$ cat config.mk
export PLATFORM = sky130hd
export DESIGN_NAME = mul_inverse_div
export DESIGN_NICKNAME = d
export VERILOG_FILES = /design/src/rtl/mul_inverse_div.sv
export SDC_FILE = /design/constraint.sdc
export NUM_CORES = 1
export LEC_CHECK = 0
export ABC_AREA = 1
export CORE_MARGIN = 2
export CORE_UTILIZATION = 58
export DETAILED_ROUTE_END_ITERATION = 7
export PLACE_DENSITY = 0.86
export SYNTH_ARGS = -nofsm -noshare
export SYNTH_HDL_FRONTEND = slang
export SYNTH_SLANG_ARGS = --single-unit
export TNS_END_PERCENT = 5
$ cat constraint.sdc
create_clock -name clk -period 4.65 [get_ports clk]
set_input_delay 0.93 -clock clk [delete_from_list [all_inputs] [get_ports clk]]
set_output_delay 0.93 -clock clk [all_outputs]
set_load 0.02 [all_outputs]
$ cat src/rtl/mul_inverse_div.sv
// Sequential restoring divider: 2N-bit dividend by N-bit divisor, one quotient
// bit per cycle. Feeding it A*B with divisor B returns A with remainder 0.
module mul_inverse_div #(
    parameter int N = 8
) (
    input  logic           clk,
    input  logic           rst_n,
    input  logic           start,
    input  logic [2*N-1:0] dividend,
    input  logic [N-1:0]   divisor,
    output logic           busy,
    output logic           done,
    output logic [N-1:0]   quotient,
    output logic [N-1:0]   remainder,
    output logic           div_zero,
    output logic           overflow
);

    localparam int CW = (N > 1) ? $clog2(N) : 1;

    typedef enum logic [1:0] {
        IDLE,
        RUN,
        FIN
    } state_t;

    state_t         state_q, state_d;
    logic [N:0]     partRem_q, partRem_d;
    logic [N-1:0]   shiftQ_q, shiftQ_d;
    logic [N-1:0]   divisorLat_q, divisorLat_d;
    logic [CW-1:0]  count_q, count_d;
    logic [N-1:0]   quot_q, quot_d;
    logic [N-1:0]   remOut_q, remOut_d;
    logic           divZero_q, divZero_d;
    logic           overflow_q, overflow_d;

    logic           accept;
    logic           divisorIsZero;
    logic           quotTooWide;
    logic [N:0]     shifted;
    logic [N:0]     trial;
    logic           qBit;

    // A start is honoured in FIN as well as IDLE so that operations can run back to back.
    assign accept        = start && ((state_q == IDLE) || (state_q == FIN));
    assign divisorIsZero = (divisor == '0);
    assign quotTooWide   = (dividend[2*N-1:N] >= divisor);

    always_ff @(posedge clk or negedge rst_n) begin
        if (!rst_n) begin
            state_q      <= IDLE;
            partRem_q    <= '0;
            shiftQ_q     <= '0;
            divisorLat_q <= '0;
            count_q      <= '0;
            quot_q       <= '0;
            remOut_q     <= '0;
            divZero_q    <= 1'b0;
            overflow_q   <= 1'b0;
        end else begin
            state_q      <= state_d;
            partRem_q    <= partRem_d;
            shiftQ_q     <= shiftQ_d;
            divisorLat_q <= divisorLat_d;
            count_q      <= count_d;
            quot_q       <= quot_d;
            remOut_q     <= remOut_d;
            divZero_q    <= divZero_d;
            overflow_q   <= overflow_d;
        end
    end

    always_comb begin
        state_d = state_q;
        case (state_q)
            IDLE, FIN: begin
                if (accept) begin
                    if (divisorIsZero || quotTooWide) begin
                        state_d = FIN;
                    end else begin
                        state_d = RUN;
                    end
                end else begin
                    state_d = IDLE;
                end
            end
            RUN: begin
                if (count_q == '0) begin
                    state_d = FIN;
                end
            end
            default: state_d = IDLE;
        endcase
    end

    always_comb begin
        busy = (state_q == RUN);
        done = (state_q == FIN);
    end

    // Trial subtraction at N+1 bits; the top bit set means the shifted remainder was smaller.
    always_comb begin
        shifted = {partRem_q[N-1:0], shiftQ_q[N-1]};
        trial   = shifted - {1'b0, divisorLat_q};
        qBit    = ~trial[N];
    end

    always_comb begin
        partRem_d    = partRem_q;
        shiftQ_d     = shiftQ_q;
        divisorLat_d = divisorLat_q;
        count_d      = count_q;
        quot_d       = quot_q;
        remOut_d     = remOut_q;
        divZero_d    = divZero_q;
        overflow_d   = overflow_q;

        if (accept) begin
            divisorLat_d = divisor;
            if (divisorIsZero) begin
                divZero_d  = 1'b1;
                overflow_d = 1'b0;
                quot_d     = '1;
                remOut_d   = '0;
            end else if (quotTooWide) begin
                divZero_d  = 1'b0;
                overflow_d = 1'b1;
                quot_d     = '1;
                remOut_d   = '0;
            end else begin
                partRem_d = {1'b0, dividend[2*N-1:N]};
                shiftQ_d  = dividend[N-1:0];
                count_d   = CW'(N - 1);
            end
        end else if (state_q == RUN) begin
            partRem_d = qBit ? trial : shifted;
            shiftQ_d  = {shiftQ_q[N-2:0], qBit};
            if (count_q == '0) begin
                // Publish the result only on the transition into FIN.
                quot_d     = {shiftQ_q[N-2:0], qBit};
                remOut_d   = qBit ? trial[N-1:0] : shifted[N-1:0];
                divZero_d  = 1'b0;
                overflow_d = 1'b0;
            end else begin
                count_d = count_q - 1'b1;
            end
        end
    end

    assign quotient  = quot_q;
    assign remainder = remOut_q;
    assign div_zero  = divZero_q;
    assign overflow  = overflow_q;

endmodule

## Word level (Yosys, flattened, before mapping)

Cells that the tools add are included.

- Bitwise gates (word level): 1
- Magnitude comparators: 1
- Eq/ne operators: 7
- Reductions and logical operators: 12
- Muxes and demuxes: 37
- Add/subtract/negate cells: 2

Operators by type and width:

| kind | count |
|---|---|
| 2-to-1 mux 8 bit | 20 |
| 2-to-1 mux 3 bit | 5 |
| subtractor 9 x 8 -> 9 bit | 1 |
| greater-or-equal comparator 8 bit | 1 |
| logical NOT 8 bit | 1 |
| 2-to-1 mux 1 bit | 8 |
| 2-to-1 mux 2 bit | 3 |
| inequality test 2 bit (second input constant) | 3 |
| AND reduction 3 bit | 2 |
| case mux 2 bit (2 select lines) | 1 |
| AND reduction 4 bit | 1 |
| nonzero test 2 bit | 2 |
| logical NOT 3 bit | 1 |
| inequality test 3 x 1 -> 1 bit (second input constant) | 1 |
| subtractor 3 x 1 -> 3 bit (second input constant) | 1 |
| == test 2 x 1 -> 1 bit (second input constant) | 1 |
| == test 2 bit (second input constant) | 1 |
| logical NOT 2 bit | 1 |
| logical OR 1 bit | 2 |
| inequality test 2 x 1 -> 1 bit (second input constant) | 1 |
| OR reduction 2 bit | 1 |
| logical AND 1 bit | 1 |
| NOT 1 bit | 1 |

- Register bits after elaboration: 47
- Input bits: 27
- Logic and storage cells: 69
- Output and inout bits: 20

## Logic depth before layout (Yosys ltp)

- Word-level depth: 5
- Mapped depth: 14
- Mapped depth without buffers: 14

## Worst setup path after synthesis

Ideal clock, no wire load.

- Path kind: input port to flip-flop
- Start: input port divisor[7]
- End: register shiftQ_q[4]
- Path slack: 2.492 ns
- Path buffers: 1
- Data arrival time: 2.035 ns
- Data required time: 4.527 ns
- Setup time: 0.123 ns
- Cell stages on the path: 12
- Path through: inv_2 ha_1 nand2_1 inv_1 nor2_1 o21a_1 nand3_4 nand2_4 inv_2 buf_6 nand2_1 o21ai_1

- Word-level cells in the longest chain between the ends: 3
- Elaborated cells between the ends (all ways): 5
- Those cells by class: 1 x order compare; 2 x eq/ne; 2 x reduce/logical

Ends and longest elaborated chain:

| element | line | RTL |
|---|---|---|
| start: declaration | 10 | `input logic [N-1:0] divisor,` |
| greater-or-equal comparator 8 bit or logical NOT 8 bit (tied branches) | 47, 46 |  |
| inequality test 2 bit (no source line) | n/a |  |
| AND reduction 3 bit (no source line) (*) | n/a |  |
| end signal: assignment | 63 | `shiftQ_q <= shiftQ_d;` |
| end: declaration | 29 | `logic [N-1:0] shiftQ_q, shiftQ_d;` |

Every way passes the cells marked *; elsewhere a longest branch is shown, timed or not.
A chain may end at the register's enable or synchronous reset.

## Worst setup path in the final report

- Start: input port start
- End: register remOut_q[1], in the netlist remainder[1]

- Word-level cells in the longest chain between the ends: 3
- Elaborated cells between the ends (all ways): 6
- Those cells by class: 1 x eq/ne; 1 x mux; 4 x reduce/logical

Ends and longest elaborated chain:

| element | line | RTL |
|---|---|---|
| start: declaration | 8 | `input logic start,` |
| logical AND 1 bit (*) | 45 | `assign accept = start && ((state_q == IDLE) \|\| (state_q == FIN));` |
| inequality test 3 x 1 -> 1 bit (no source line) or nonzero test 2 bit (tied branches) | n/a |  |
| AND reduction 3 bit (no source line) | n/a |  |
| end signal: assignment | 67 | `remOut_q <= remOut_d;` |
| end: declaration | 33 | `logic [N-1:0] remOut_q, remOut_d;` |

Marked as above.

==> results.md <==
* Critical R2R Capture: remainder[1]
* Root buf cell: clkbuf_8
* Worst VDD drop at 443.4 uV
* Resized Gates After CTS at 0
* Clock-pin slew on the worst setup and hold paths at 0.09 ns
* Outcome: completed
* WHS Endpoint: remainder[6]
* Final Hold Vio Count at 0
* Seq cells post-synth at 47
* Yosys cell types at 30
* IO Count at 47
* Rows at 25
* Hold-critical path depth at 2
* FF-to-FF path depth at 8
* Max_cap viols at 0
* Compound-Gate Fraction of Synth Area at 6.522%
* Synthesized instance count at 381
* CTS tree: done
* Port Buffers at 46
* Critical Path RT at 4.85 ns
* Gpl congestion at 0.9465
* Leak Pwr at 1.795 nW
* Number of global-route vias before repair at 2304
* Synth top area share at 40.87%
* Worst-path fanout max at 44
* Metal2 WL at 3094 um
* # diodes at 0
* Critical Path AT at 3.03 ns
* Drt wl/cell at 12.78 um
* Cts-stage hold buffer count at 0
* YS warnings at 0
* Die footprint at 5541 um^2
* Synthesis-to-layout area growth at 20.09%
* Setup violations, final at 0
* CP Capture Type: flop
* Rel. slew slack at 32.60%
* CTS H-tree lvls at 2
* Crit path time final at 2.832 ns
* Register area at 1176 um^2
* Fill cells at 384
* Final Max Tran Viols at 0
* Mapped cell area at 2878 um^2
* Synth Area in XOR/XNOR at 1.217%
* WL met1 at 2912 um
* FFs w/ async S/R, synth at 100.0%
* Power per Cell Area at 791.8 nW/um^2
* Mapped Nets at 427
* Max layer used: met4
* Startpoint class of the critical path: input pin
* Final Cycle Share at 60.90%
* Final antenna-violating net count at 0
* Sink Count at 47
* Drt via density at 5.045
* Clk_lat worst skew at 0.30 ns
* Die width at 74.44 um
* Pin count of the biggest net entering global routing at 48
* R2R Setup Slk at 2.48 ns
* Unrepaired setup endpoints after global routing: no
* Main combinational cell family by area after synthesis: simple AND/OR/NAND/NOR gates
* Worst min path class: flop to flop
* Nets at 470
* First-pass GRT wire length at 10560 um
* Gr ovfl total at 0
* DRC viols at 0
* Multi-input logic area at 1443 um^2
* Die height at 74.44 um
* Core area at 4755 um^2
* Vias at 2482
* DRT Wirelength at 6290 um
* Post-synth EDFFs at 0
* Layout cell share with drive strength beyond 1 at 10.82%
* Final Total Pwr at 2.736 mW
* Avg Cell Area, Syn at 7.553 um^2
* HPWL reported at the end of detailed placement at 4665 um
* Setup Fix Bufs, Post-CTS at 0
* Synth area leader: dfrtp_1
* Clock buffer depth at 2
* Clk_skew at 0.003154 ns
* Seq/Total Area, Yosys at 40.87%
* DR WL met3 at 206 um
* Simple-Gate Fraction of Synth Area at 33.87%
* Slew at the pin with the worst max-slew slack at 1.011 ns
* DR pass1 iterations at 4
* Initial antenna violation count at 0
* FMAX at 0.3532 GHz
* Fin Hold WS at 0.4933 ns
* Critical path class: input pin to flop
* Initial DRC count at 201
* Main synth FF type: dfrtp_1
* Synth Area in Adders at 8.522%
* Hold path startpoint: remainder[6]
* Num CTS Buffers at 5
* Post-synthesis mux area share at 0%
* Total track usage at 24.89%
* Starting Density at 60.53%
* Reg-to-reg startpoint: state_q[0]
* Fin Setup TNS at 0 ns
* Synth top area cells: dfrtp_1 (41%), nand2_1 (16%), ha_1 (7.8%)
[worst max-delay path, stage by stage]
cell	delay, ns
clkdlybuf4s50_1	0.44
nand2_4	0.36
inv_2	0.24
o21a_1	0.24
nand2_2	0.37
inv_2	0.25
nand2_1	0.13
nand2_1	0.06
[kinds of logic after synthesis]
logic type | Yosys count
adders and majority gates | 19
DFF | 47
and+or+nand+nor | 219
xor gates and xnor gates | 4
buffers and inverters | 57
AOI/OAI and AO/OA | 35
[synth_stat cells, types with 2 or more instances]
cell type / number
a21oi_1: 4
buf_2: 2
buf_6: 3
clkbuf_1: 3
dfrtp_1: 47
ha_1: 18
inv_1: 42
inv_2: 5
nand2_1: 123
nand2_2: 16
nand2_4: 4
nand3_1: 25
nor2_1: 37
nor2_2: 4
o21a_1: 2
o21ai_0: 17
o21ai_1: 10
or2_2: 5
xor2_1: 3
[power by group]
group	switching (mW)	leakage, nW	total [mW]	internal (mW)
registers	0.137	0.571	0.746	0.609
logic	1.04	1.16	1.67	0.629
clock network	0.145	0.0618	0.322	0.177
[state kept, by name, indices dropped and copies added (netlist names)]
register / flops
divisorLat_q: 8
count_q: 3
remainder: 8
overflow: 1
div_zero: 1
state_q: 2
quotient: 8
shiftQ_q: 8
partRem_q: 8
[area by class of cell]
cell class              count  area share, %
multi-input cells         277          41.75
flip-flops and latches     47          34.03
repair buffers             46          13.18
inverters                  47          5.105
well taps                  67          2.426
clock buffers               6          2.390
clock inverters             2          1.122
[through the flow]
step | area (um^2) | utilization (%) | setup slack, ns | instances
floorplan | 2878 | - | 2.492 | 381
global placement | 3334 | 70.13 | 1.578 | 484
detailed placement | 3334 | 70.13 | 1.522 | 484
CTS | 3456 | 72.68 | 1.838 | 492
global route | 3456 | 72.68 | 1.654 | 492
finish | 3456 | 72.68 | 1.818 | 492
[metal layers]
metal | up-vias | track usage [%]
li1 | 1265 | -
met1 | 1163 | 34.00
met2 | 46 | 41.10
met3 | 8 | 4.878
met4 | 0 | 6.151
met5 | - | 0
[how the worst max path moves through the flow]
stage / from / to / cells past startpoint
after CTS: dividend[8] / remainder[1] / 13
final: start / remainder[1] / 8
after detailed placement: divisor[1] / remainder[1] / 13
after global routing: divisor[1] / remainder[5] / 13
after global placement: dividend[8] / remainder[5] / 13
after floorplan: divisor[7] / shiftQ_q[4] / 12
[cell usage in the layout (no fill, tap or decap), drive strengths merged]
| master | synthesis | final |
|---|---|---|
| nand2 | 143 | 143 |
| inv | 47 | 48 |
| dfrtp | 47 | 47 |
| clkdlybuf4s50 | 0 | 45 |
| nor2 | 41 | 41 |
| nand3 | 27 | 27 |
| o21ai | 27 | 27 |
| ha | 18 | 18 |
| clkbuf | 3 | 6 |
| or2 | 6 | 6 |
| a21oi | 5 | 5 |
| xor2 | 3 | 3 |
| o21a | 2 | 2 |
| nand3b | 1 | 1 |
| nand4 | 1 | 1 |
| xnor2 | 1 | 1 |
| a22o | 1 | 1 |
| fa | 1 | 1 |
| bufinv | 0 | 1 |
| buf | 7 | 1 |
Power figures use the tool's default switching activity.
